### config.mk
export PLATFORM = sky130hd
export DESIGN_NAME = mpc_bank_req_arb_flat
export DESIGN_NICKNAME = d
export VERILOG_FILES = /design/src/rtl/mpc_types.sv /design/src/rtl/mpc_bank_req_arb_if.sv /design/src/rtl/mpc_rr_pick.sv /design/src/rtl/ns_gnrl_dfflr.sv /design/src/rtl/mpc_bank_req_arb.sv /design/src/flat_wrapper.sv
export SDC_FILE = /design/constraint.sdc
export NUM_CORES = 1
export LEC_CHECK = 0
export CORE_MARGIN = 2
export CORE_UTILIZATION = 31
export CTS_BUF_LIST = sky130_fd_sc_hd__clkbuf_4
export DETAILED_ROUTE_END_ITERATION = 12
export GPL_TIMING_DRIVEN = 1
export PLACE_DENSITY = 0.79
export SLEW_MARGIN = 5
export SYNTH_ARGS = -nofsm -noshare
export SYNTH_HDL_FRONTEND = slang
export SYNTH_SLANG_ARGS = --single-unit
### constraint.sdc
create_clock -name clk -period 2.6 [get_ports clk]
set_clock_uncertainty 0.05 [all_clocks]
set_input_delay 0.78 -clock clk [delete_from_list [all_inputs] [get_ports clk]]
set_output_delay 0.78 -clock clk [all_outputs]
set_load 0.02 [all_outputs]
### src/rtl/mpc_types.sv
// Shared types for the hit-test pipeline's upstream bank-request path:
// request payload, configuration record and arbiter channel encodings.
package mpc_types;

  localparam int MPC_ARB_NUM_REQ = 3;

  typedef logic [1:0] arb_idx_t;

  localparam logic [MPC_ARB_NUM_REQ-1:0] MPC_CH0_1HOT = 3'b001;
  localparam logic [MPC_ARB_NUM_REQ-1:0] MPC_CH1_1HOT = 3'b010;
  localparam logic [MPC_ARB_NUM_REQ-1:0] MPC_CH2_1HOT = 3'b100;

  typedef struct packed {
    logic [3:0] num_banks;
    logic       age_en;
  } mpc_cfg_t;

  typedef struct packed {
    logic [27:0]                addr;
    logic [7:0]                 tag;
    logic [MPC_ARB_NUM_REQ-1:0] channel_1hot_id;
  } bank_req_t;

  // Round-robin successor: 0 -> 1 -> 2 -> 0.
  function automatic arb_idx_t arb_next_idx(arb_idx_t idx);
    case (idx)
      2'd0:    return 2'd1;
      2'd1:    return 2'd2;
      default: return 2'd0;
    endcase
  endfunction

  function automatic logic [MPC_ARB_NUM_REQ-1:0] arb_idx_to_1hot(arb_idx_t idx);
    case (idx)
      2'd0:    return MPC_CH0_1HOT;
      2'd1:    return MPC_CH1_1HOT;
      default: return MPC_CH2_1HOT;
    endcase
  endfunction

endpackage

### src/rtl/mpc_bank_req_arb_if.sv
// Bank-request bus between the three requesters, the arbiter and the hit-test pipe.
// master = requester/downstream side, slave = arbiter side.
interface mpc_bank_req_arb_if #(
  parameter int NumReq = 3
);
  import mpc_types::*;

  logic [NumReq-1:0]     u_req_valid;
  logic [NumReq-1:0]     u_req_ready;
  bank_req_t [NumReq-1:0] u_req;
  logic                  d_bank_req_valid;
  logic                  d_bank_req_ready;
  bank_req_t             d_bank_req;
  arb_idx_t              d_grant_idx;

  modport master (
    output u_req_valid, u_req, d_bank_req_ready,
    input  u_req_ready, d_bank_req_valid, d_bank_req, d_grant_idx
  );

  modport slave (
    input  u_req_valid, u_req, d_bank_req_ready,
    output u_req_ready, d_bank_req_valid, d_bank_req, d_grant_idx
  );

endinterface

### src/rtl/mpc_rr_pick.sv
// Combinational rotate-priority picker for three requesters; any forced
// (aged-out) requester overrides the rotation, lowest index first.
module mpc_rr_pick
  import mpc_types::*;
(
  input  logic [MPC_ARB_NUM_REQ-1:0] req_i,
  input  arb_idx_t                   ptr_i,
  input  logic [MPC_ARB_NUM_REQ-1:0] force_i,
  output logic [MPC_ARB_NUM_REQ-1:0] gnt_o,
  output arb_idx_t                   idx_o
);

  arb_idx_t cand [MPC_ARB_NUM_REQ];

  assign cand[0] = ptr_i;
  assign cand[1] = arb_next_idx(ptr_i);
  assign cand[2] = arb_next_idx(cand[1]);

  // Loops run from lowest priority to highest so the last hit is the winner.
  always_comb begin
    idx_o = '0;
    gnt_o = '0;
    if (|(force_i & req_i)) begin
      for (int k = MPC_ARB_NUM_REQ - 1; k >= 0; k--) begin
        if (force_i[k] & req_i[k]) begin
          idx_o = arb_idx_t'(k);
        end
      end
    end else begin
      for (int k = MPC_ARB_NUM_REQ - 1; k >= 0; k--) begin
        if (req_i[cand[k]]) begin
          idx_o = cand[k];
        end
      end
    end
    if (|req_i) begin
      gnt_o = arb_idx_to_1hot(idx_o);
    end
  end

endmodule

### src/rtl/ns_gnrl_dfflr.sv
// Generic load-enable flop with asynchronous active-low reset to zero.
module ns_gnrl_dfflr #(
  parameter int DW = 1
) (
  input  logic          clk,
  input  logic          rst_n,
  input  logic          lden,
  input  logic [DW-1:0] dnxt,
  output logic [DW-1:0] qout
);

  logic [DW-1:0] q_q;

  always_ff @(posedge clk or negedge rst_n) begin
    if (!rst_n) begin
      q_q <= '0;
    end else if (lden) begin
      q_q <= dnxt;
    end
  end

  assign qout = q_q;

endmodule

### src/rtl/mpc_bank_req_arb.sv
// Round-robin arbiter sharing the single upstream bank-request port among three
// channels through a one-entry output register. Optional aging: MPC_ARB_AGE_EN.
module mpc_bank_req_arb
  import mpc_types::*;
#(
  parameter mpc_cfg_t Cfg      = '0,
  parameter int       NumReq   = 3,
  parameter int       AgeWidth = 4,
  parameter int       AgeMax   = 15
) (
  input logic               clk,
  input logic               rst_n,
  mpc_bank_req_arb_if.slave bus
);

  if (NumReq != MPC_ARB_NUM_REQ || AgeMax > (2 ** AgeWidth) - 1 || $bits(Cfg) == 0) begin : g_bad_cfg
    $error("mpc_bank_req_arb: unsupported NumReq/AgeWidth/AgeMax combination");
  end

  logic [NumReq-1:0] req_vld;
  logic [NumReq-1:0] gnt;
  logic [NumReq-1:0] force_vec;
  logic              slot_free;
  logic              hs;
  arb_idx_t          pick_idx;
  arb_idx_t          ptr_q;
  arb_idx_t          ptr_d;
  arb_idx_t          idx_q;
  logic              vld_q;
  logic              vld_d;
  logic              vld_en;
  bank_req_t         slot_q;
  bank_req_t         slot_d;

  assign req_vld   = bus.u_req_valid;
  assign slot_free = ~vld_q | bus.d_bank_req_ready;
  // Ready is held low during reset even though the empty slot looks free.
  assign hs        = rst_n & slot_free & (|gnt);

  for (genvar gi = 0; gi < NumReq; gi++) begin : g_ready
    assign bus.u_req_ready[gi] = gnt[gi] & slot_free & rst_n;
  end

  mpc_rr_pick u_pick (
    .req_i   (req_vld),
    .ptr_i   (ptr_q),
    .force_i (force_vec),
    .gnt_o   (gnt),
    .idx_o   (pick_idx)
  );

  always_comb begin
    slot_d                 = bus.u_req[pick_idx];
    slot_d.channel_1hot_id = arb_idx_to_1hot(pick_idx);
    ptr_d                  = arb_next_idx(pick_idx);
    vld_d                  = hs;
    vld_en                 = hs | bus.d_bank_req_ready;
  end

  ns_gnrl_dfflr #(.DW(1)) u_vld_dff (
    .clk (clk), .rst_n (rst_n), .lden (vld_en), .dnxt (vld_d), .qout (vld_q)
  );

  ns_gnrl_dfflr #(.DW($bits(bank_req_t))) u_slot_dff (
    .clk (clk), .rst_n (rst_n), .lden (hs), .dnxt (slot_d), .qout (slot_q)
  );

  ns_gnrl_dfflr #(.DW($bits(arb_idx_t))) u_idx_dff (
    .clk (clk), .rst_n (rst_n), .lden (hs), .dnxt (pick_idx), .qout (idx_q)
  );

  ns_gnrl_dfflr #(.DW($bits(arb_idx_t))) u_ptr_dff (
    .clk (clk), .rst_n (rst_n), .lden (hs), .dnxt (ptr_d), .qout (ptr_q)
  );

`ifdef MPC_ARB_AGE_EN
  logic [NumReq-1:0][AgeWidth-1:0] age_q;
  logic [NumReq-1:0][AgeWidth-1:0] age_d;

  // A waiting channel counts up to AgeMax and sticks there until served.
  for (genvar gi = 0; gi < NumReq; gi++) begin : g_age
    assign age_d[gi] = (!req_vld[gi] || bus.u_req_ready[gi]) ? '0 :
                       (age_q[gi] == AgeWidth'(AgeMax))      ? age_q[gi] :
                                                               age_q[gi] + AgeWidth'(1);
    assign force_vec[gi] = req_vld[gi] & (age_q[gi] == AgeWidth'(AgeMax));
  end

  ns_gnrl_dfflr #(.DW(NumReq * AgeWidth)) u_age_dff (
    .clk (clk), .rst_n (rst_n), .lden (1'b1), .dnxt (age_d), .qout (age_q)
  );
`else
  assign force_vec = '0;
`endif

  assign bus.d_bank_req_valid = vld_q;
  assign bus.d_bank_req       = slot_q;
  assign bus.d_grant_idx      = idx_q;

endmodule

### src/flat_wrapper.sv
// flat-port wrapper written by rule: the top's interface ports become plain ports
module mpc_bank_req_arb_flat import mpc_types::*;
#(
  parameter mpc_cfg_t Cfg      = '0,
  parameter int       NumReq   = 3,
  parameter int       AgeWidth = 4,
  parameter int       AgeMax   = 15
)
  (clk, rst_n, bus_u_req_valid, bus_u_req, bus_d_bank_req_ready, bus_u_req_ready, bus_d_bank_req_valid, bus_d_bank_req, bus_d_grant_idx);
  mpc_bank_req_arb_if #(.NumReq(NumReq)) bus_i ();
  input logic clk;
  input logic rst_n;
  input wire logic [$bits(bus_i.u_req_valid)-1:0] bus_u_req_valid;
  input wire logic [$bits(bus_i.u_req)-1:0] bus_u_req;
  input wire logic [$bits(bus_i.d_bank_req_ready)-1:0] bus_d_bank_req_ready;
  output wire logic [$bits(bus_i.u_req_ready)-1:0] bus_u_req_ready;
  output wire logic [$bits(bus_i.d_bank_req_valid)-1:0] bus_d_bank_req_valid;
  output wire logic [$bits(bus_i.d_bank_req)-1:0] bus_d_bank_req;
  output wire logic [$bits(bus_i.d_grant_idx)-1:0] bus_d_grant_idx;
  assign bus_i.u_req_valid = bus_u_req_valid;
  assign bus_i.u_req = bus_u_req;
  assign bus_i.d_bank_req_ready = bus_d_bank_req_ready;
  assign bus_u_req_ready = bus_i.u_req_ready;
  assign bus_d_bank_req_valid = bus_i.d_bank_req_valid;
  assign bus_d_bank_req = bus_i.d_bank_req;
  assign bus_d_grant_idx = bus_i.d_grant_idx;
  mpc_bank_req_arb #(.Cfg(Cfg), .NumReq(NumReq), .AgeWidth(AgeWidth), .AgeMax(AgeMax)) u_core (.clk(clk), .rst_n(rst_n), .bus(bus_i));
endmodule
==> metrics, run 1 <==
clock slew seen by the registers of the worst setup and hold paths=0.12 ns; number of routed nets with antenna violations=0; Final Slew Violations=0; Worst path depth=6; most instantiated cells after synthesis=dfrtp_1 (41), nor2_1 (29), a221oi_1 (26), o2bb2ai_1 (26), o21ai_0 (21); dominant synthesized flop cell=dfrtp_1; area share of the largest cell type after synthesis=0.486; mean routed wirelength per cell=between 15 and 20 µm; most common cell in the synthesized netlist=dfrtp_1; hold-fix buffers at CTS=0; starting utilization of the core area=0.316; areal power density over the cells=593 nW/µm²; leading cell types by total area after synthesis=dfrtp_1 (49%), a221oi_1 (11%), o2bb2ai_1 (11%), nor2_1 (5.2%), o21ai_0 (5.0%); GR Util All Layers=0.205; number of placed I/O pins=around 170; end point of the critical path=bus_u_req_ready[0]; gr busiest metal=met2; die outline height=around 87 µm; WHS=0.448 ns; class of the worst hold path=reg -> reg; pre-CTS worst setup slack=-0.818 ns; Post-synth EDFFs=0; pin count of the biggest net entering global routing=43; final setup margin=around 0.033 ns; TritonRoute pass-1 iters=4; mean area per synthesized cell=roughly 10 µm²; routed vias/inst=5.15; maximum clock frequency=between 300 and 400 MHz; max-cap viol count=0; critical path class=in -> out; met3 track utilization from global routing=0.0429; worst path cell trace=buf_2 -> nand2b_4 -> a22o_1 -> and2_4 -> nor3_4 -> buf_6; Leak Pwr=0.00165 µW; WP data required=1.77 ns; number of cells in the design after placement=447; CTS sink cnt=41; share of the core filled with cells in the final layout=0.603; r2r endpoint=u_core.u_slot_dff.qout[20]$_DFFE_PN0P_; antenna violations before repair=0; weighted congestion at the end of routability-driven global placement=0.814; setup violation total in the final timing report=0; cell count of the worst reg-to-reg path=6; Least-Margin Pin Slew=about 0.55 ns; Setup TNS=0 ns; CTS H-tree depth=2; maximum buffer depth of the clock tree=2; share of synthesized registers carrying an async set or reset=1.00; DRC marker count from the first detailed-route iteration=80; worst setup slack for register-to-register paths=roughly 0.67 ns; grt ovf=0; count of unique library cells instantiated by Yosys=22; Die Area=between 7000 and 8000 µm²; number of storage elements in the synthesis netlist=41; sum of buffers and inverters on the critical path=2; Yosys Warn Count=0; total core area=~6700 µm²; largest vdd supply drop=~430 µV; number of nets in the layout=508; arrival time at the worst endpoint=1.74 ns; CTS tree=done; setup repair after global routing missed its margin=true; synthesized instance count=212; root buffer selected by CTS=clkbuf_4; largest fanout on the critical path=3; summed instance area of the synthesized netlist=~2100 µm²; via count of the first global-routing pass=2,508; ratio of cells with drive above 1 in the final layout=0.148; Worst-Skew Late Latency=0.35 ns; final hold viol count=0; first-pass GRT wire length=12.0 mm; count of input and output buffers=158; number of nets produced by synthesis=about 340; aggregate routed wire length=7.75 mm; post-synthesis cell type with the largest combined area=dfrtp_1; drc violations=0; startpoint types=input pin; half-perimeter wire length after detailed placement=5.71 mm; number of CTS-inserted buffers=5; fraction of the yosys area taken by sequential cells=0.486; ANT cells=0; sort of element at the end of the critical path=primary output; final worst path period share=0.987; global-route track usage on met2=0.391; count of non-filler cells in the finished layout=around 470; via count=about 2,400; site row count=30; slowest CP cell=a22o_1; crit-path leading delay family=simple AND/OR/NAND/NOR gates; clock period minus worst slack=~2.6 ns; growth of design area from synthesis to finish=90.9%; met1 usage in global routing=0.228; Critical path origin=bus_u_req_valid[0]; worst flop-to-flop path startpoint=u_core.u_slot_dff.qout[0]$_DFFE_PN0P_; die width=86.5 µm; Crit path largest cell delay=around 0.25 ns; tightest slew margin relative to the limit=0.632; outcome=completed
-- layer usage --
layer | vias to the layer above | wire length, µm
met5 | - | 0
met4 | 0 | 109
met3 | 11 | 416
met2 | 85 | 4300
met1 | 1146 | 2920
li1 | 1157 | -
-- worst min-delay path by stage --
stage / start / to / depth (start not counted)
3_3_place_gp: u_core.u_slot_dff.qout[23]$_DFFE_PN0P_ / u_core.u_slot_dff.qout[23]$_DFFE_PN0P_ / 2
5_1_grt: u_core.u_slot_dff.qout[37]$_DFFE_PN0P_ / u_core.u_slot_dff.qout[37]$_DFFE_PN0P_ / 2
2_1_floorplan: rst_n / u_core.u_idx_dff.qout[0]$_DFFE_PN0P_ / 0
6_report: u_core.u_slot_dff.qout[37]$_DFFE_PN0P_ / u_core.u_slot_dff.qout[37]$_DFFE_PN0P_ / 2
4_1_cts: u_core.u_slot_dff.qout[37]$_DFFE_PN0P_ / u_core.u_slot_dff.qout[37]$_DFFE_PN0P_ / 2
3_5_place_dp: u_core.u_idx_dff.qout[0]$_DFFE_PN0P_ / u_core.u_idx_dff.qout[0]$_DFFE_PN0P_ / 1
-- stage by stage --
stage                     cell area, µm²  power [µW]
after floorplan                     2140        1400
after global placement              3840        2000
after detailed placement            3840        2030
after CTS                           4020        2410
after global routing                4030        2530
final                               4030        2390
-- flip-flops by register name, indices dropped and copies added, names as in the netlist --
signal / count
u_core.u_slot_dff.qout: 39
u_core.u_vld_dff.qout: 1
u_core.u_idx_dff.qout: 1
-- power by group --
| group | switching, µW | leakage, µW | total, µW | internal [µW] |
|---|---|---|---|---|
| Combinational | 571 | 0.00113 | 1190 | 621 |
| Clock | 211 | 0.0000354 | 324 | 114 |
| Sequential | 87.2 | 0.000476 | 873 | 786 |
| Total | 869 | 0.00165 | 2390 | 1520 |
-- kinds of logic after synthesis --
logic type | count (synthesis) | share of synthesized area
AND/OR/NAND/NOR | 58 | 0.127
AO/OA/AOI/OAI | 90 | 0.332
buffers and inverters | 23 | 0.0551
flip-flops | 41 | 0.486
-- layout by cell type (no fill, tap or decap), types with 2 or more instances in the layout --
cell             netlist  layout
a211oi_1              10      10
a21o_1                 4       4
a221oi_1              26      26
and3_1                11      10
buf_2                  3       2
buf_4                  1      25
buf_6                  3       8
clkbuf_2               0       2
clkbuf_4               0       6
clkdlybuf4s50_1        0     150
clkinv_2               0       2
dfrtp_1               41      40
nand2_1               12      12
nand2b_4               0       2
nor2_1                29      27
o21ai_0               21      20
o2bb2ai_1             26      26
-- worst register-to-register path: stages (launching register included) --
cell	delay, ns
dfrtp_2	0.46
nand2b_4	0.16
a22o_1	0.25
and2_4	0.17
buf_4	0.22
a221oi_1	0.37
o2bb2ai_1	0.12
-- repair_timing --
item,CTS,global route
pin swaps,8,4
setup buffers,10,1
resized for setup,39,8
setup endpoints to repair,3,3
-- area by class of cell --
cell class	instances	area, µm²
Clock buffer	6	45.0
Clock inverter	2	10.0
Fill cell	585	2650
Inverter	1	3.75
Multi-Input combinational cell	148	1040
Sequential cell	41	1030
Tap cell	80	100
Timing Repair Buffer	188	1810
Power figures use the tool's default switching activity.
==> inputs of run 2 (changes only) <==
--- a/config.mk
+++ b/config.mk
@@ -5,12 +5,14 @@
 export SDC_FILE = /design/constraint.sdc
 export NUM_CORES = 1
 export LEC_CHECK = 0
+export ABC_AREA = 1
 export CORE_MARGIN = 2
-export CORE_UTILIZATION = 31
+export CORE_UTILIZATION = 30
 export CTS_BUF_LIST = sky130_fd_sc_hd__clkbuf_4
 export DETAILED_ROUTE_END_ITERATION = 12
 export GPL_TIMING_DRIVEN = 1
-export PLACE_DENSITY = 0.79
+export PLACE_DENSITY = 0.7
+export REMOVE_ABC_BUFFERS = 1
 export SLEW_MARGIN = 5
 export SYNTH_ARGS = -nofsm -noshare
 export SYNTH_HDL_FRONTEND = slang
==> run 2 against run 1 <==
  * Die area increased by 33%
  * Sequential power increased by 32%
  * Synthesized area increased by 30%
  * Clock-buffer cell count decreased by 1
  * Synthesized cell count increased by 86%
  * Final cell count increased by 45%
  * Worst setup slack got worse by 0.0077 ns
  * Core utilization decreased by 6.4 points
  * Sequential share of layout area decreased by 3.8 points
  * Largest power group unchanged
==> metrics, run 2 <==
count of input and output buffers=158 (unchanged); number of routed nets with antenna violations=0 (unchanged); instance area after placement=4490 µm² (was 3840 µm²); Final Slew Violations=0 (unchanged); half-perimeter wire length after detailed placement=6.84 mm (was 5.71 mm); hold-fix buffers at CTS=0 (unchanged); largest fanout on the critical path=7 (was 3); arrival time at the worst endpoint=1.75 ns (was 1.74 ns); grt ovf=0 (unchanged); Die Area=9930 µm² (was 7490 µm²); dominant synthesized flop cell=dfrtp_1 (unchanged); post-synthesis compound-gate area fraction=0.0807 (was 0.332); DRC marker count from the first detailed-route iteration=90 (was 80); Leak Pwr=0.00227 µW (was 0.00165 µW); first-pass GRT wire length=15.2 mm (was 12.0 mm); synthesized instance count=395 (was 212); clock slew seen by the registers of the worst setup and hold paths=0.13 ns (was 0.12 ns); adder-cell share of the synthesized area=0 (unchanged); maximum buffer depth of the clock tree=2 (unchanged); sort of element at the end of the critical path=primary output (unchanged); growth of design area from synthesis to finish=72.9% (was 90.9%); CTS H-tree depth=2 (unchanged); drc violations=0 (unchanged); pin count of the biggest net entering global routing=56 (was 43); outcome=completed (unchanged); number of storage elements in the synthesis netlist=41 (unchanged); antenna violations before repair=0 (unchanged); ratio of cells with drive above 1 in the final layout=0.169 (was 0.148); mean area per synthesized cell=6.95 µm² (was 9.96 µm²); root buffer selected by CTS=clkbuf_4 (unchanged); area share of the largest cell type after synthesis=0.374 (was 0.486); most common cell in the synthesized netlist=nand2_1 (was dfrtp_1); number of nets in the layout=690 (was 508); proportion of synthesized area in mux cells=0 (unchanged); summed instance area of the synthesized netlist=2750 µm² (was 2110 µm²); WP data required=1.77 ns (about the same); final setup margin=0.0248 ns (was 0.0325 ns); count of unique library cells instantiated by Yosys=22 (unchanged); area of all placed cells without fillers=4750 µm² (was 4030 µm²); TritonRoute pass-1 iters=4 (unchanged); maximum clock frequency=388 MHz (was 389 MHz); class of the worst hold path=in -> async (was reg -> reg); total core area=8810 µm² (was 6680 µm²); number of CTS-inserted buffers=5 (unchanged); fraction of the yosys area taken by sequential cells=0.374 (was 0.486); share of the core filled with cells in the final layout=0.539 (was 0.603); Synth Area in Simple Gates=0.415 (was 0.127); site row count=34 (was 30); most common cell after layout, fill and taps aside=clkdlybuf4s50_1 (unchanged); number of flip-flops under the largest register name=39 (unchanged); number of placed I/O pins=168 (unchanged); weighted congestion at the end of routability-driven global placement=0.902 (was 0.814); final worst path period share=0.990 (was 0.987); startpoint types=input pin (unchanged); areal power density over the cells=1040 nW/µm² (was 593 nW/µm²); aggregate routed wire length=9.42 mm (was 7.75 mm); pre-CTS worst setup slack=-0.927 ns (was -0.818 ns); Worst-Skew Late Latency=0.35 ns (about the same); mean routed wirelength per cell=13.9 µm (was 16.6 µm); clock period minus worst slack=2.58 ns (was 2.57 ns); setup repair after global routing missed its margin=true (unchanged); WHS=0.478 ns (was 0.448 ns); tightest slew margin relative to the limit=0.605 (was 0.632); final hold viol count=0 (unchanged); via count of the first global-routing pass=3,147 (was 2,508); GR Util All Layers=0.190 (was 0.205); die width=99.7 µm (was 86.5 µm); share of synthesized registers carrying an async set or reset=1.00 (unchanged); leading cell types by total area after synthesis=dfrtp_1 (37%), nand2_1 (18%), nand3_1 (14%), inv_1 (7.4%), a21oi_2 (6.7%) (was dfrtp_1 (49%), a221oi_1 (11%), o2bb2ai_1 (11%), nor2_1 (5.2%), o21ai_0 (5.0%)); ANT cells=0 (unchanged); Yosys Warn Count=0 (unchanged); CTS sink cnt=41 (unchanged); combinational family with the most area after synthesis=simple AND/OR/NAND/NOR gates (was compound AO/OA/AOI/OAI gates); CTS tree=done (unchanged); top library cells by usage in the layout, fill and taps aside=clkdlybuf4s50_1 (150), nand2_1 (125), nand3_1 (73) (was clkdlybuf4s50_1 (150), dfrtp_1 (40), nor2_1 (27)); max-cap viol count=0 (unchanged); setup violation total in the final timing report=0 (unchanged); Least-Margin Pin Slew=0.592 ns (was 0.552 ns); most instantiated cells after synthesis=nand2_1 (131), nand3_1 (76), inv_1 (54) (was dfrtp_1 (41), nor2_1 (29), a221oi_1 (26), o2bb2ai_1 (26), o21ai_0 (21)); post-synthesis cell type with the largest combined area=dfrtp_1 (unchanged); largest vdd supply drop=464 µV (was 431 µV); Post-synth EDFFs=0 (unchanged); via count=3,155 (was 2,399); critical path class=in -> out (unchanged); die outline height=99.7 µm (was 86.5 µm); routed vias/inst=4.67 (was 5.15); xor and xnor area share after synthesis=0 (unchanged); starting utilization of the core area=0.312 (was 0.316)
-- run 2: cell types whose count changed after synthesis, moves of 10 or more --
cell / change
nor2_1: -17
a21oi_2: +21
nand3_1: +75
nand2_1: +119
and3_1: -11
a221oi_1: -26
a211oi_1: -10
nand4_1: +17
inv_1: +53
o2bb2ai_1: -26
o21ai_0: -15
-- run 2: power by group --
| group | leakage [µW] | internal [µW] | switching [µW] |
|---|---|---|---|
| Combinational | 0.00172 | 1450 | 1800 |
| Sequential | 0.000490 | 941 | 208 |
| Clock | 0.0000552 | 298 | 227 |
-- run 2: logic make-up (layout without fill, tap and decap cells) --
kind of cell / Yosys count / in the layout
buf+inv: 80 / 253
flops: 41 / 41
simple gates: 246 / 246
compound gates: 28 / 28
-- run 2: what timing repair did --
| action | 4_1_cts | 5_1_grt |
|---|---|---|
| pin swaps | 11 | 11 |
| resized for setup | 48 | 14 |
| setup endpoints to repair | 3 | 3 |
| buffers inserted | 4 | 4 |
-- run 2: metrics by stage --
stage / setup TNS, ns / instances / total power (µW)
CTS: 0 / 672 / 4860
global route: -0.105 / 676 / 5310
floorplan: -5.25 / 372 / 2750
global placement: -3.30 / 660 / 4160
finish: 0 / 676 / 4920
detailed placement: -5.15 / 660 / 4220
-- run 2: metal layers --
metal,track usage,up-vias,share of wire,routed length [µm]
li1,-,1598,-,-
met1,0.232,1427,0.43,4010
met2,0.334,125,0.48,4520
met3,0.0576,5,0.088,828
met4,0.0327,0,0.0059,56
met5,0,-,0,0
-- run 2: worst max-delay path, stage by stage --
cell and delay, ns:
clkbuf_4 0.16, o21ai_2 0.19, nand3_4 0.11, buf_6 0.14, a21oi_4 0.16, nor2_4 0.07, buf_6 0.13
-- run 2: final timing paths --
kind / from / to / cells past startpoint / slack [ns]
worst max-delay path: bus_u_req_valid[1] / bus_u_req_ready[1] / 7 / 0.02
worst min-delay path: rst_n / u_core.u_slot_dff.qout[6]$_DFFE_PN0P_ / 2 / 0.48
worst max register to register: u_core.u_slot_dff.qout[0]$_DFFE_PN0P_ / u_core.u_slot_dff.qout[22]$_DFFE_PN0P_ / 11 / 0.77
worst min register to register: u_core.u_idx_dff.qout[0]$_DFFE_PN0P_ / u_core.u_idx_dff.qout[0]$_DFFE_PN0P_ / 2 / 0.48
max in group asynchronous: rst_n / u_core.u_slot_dff.qout[0]$_DFFE_PN0P_ / 2 / 1.64
min in group clk: u_core.u_idx_dff.qout[0]$_DFFE_PN0P_ / u_core.u_idx_dff.qout[0]$_DFFE_PN0P_ / 2 / 0.48
-- run 2: layout make-up --
cell class,count,area [µm²]
clock buffers,5,37.5
clock inverters,3,65.1
fillers,849,4060
inverters,57,216
multi-input cells,274,1440
flip-flops and latches,41,1030
well taps,108,135
repair buffers,188,1820
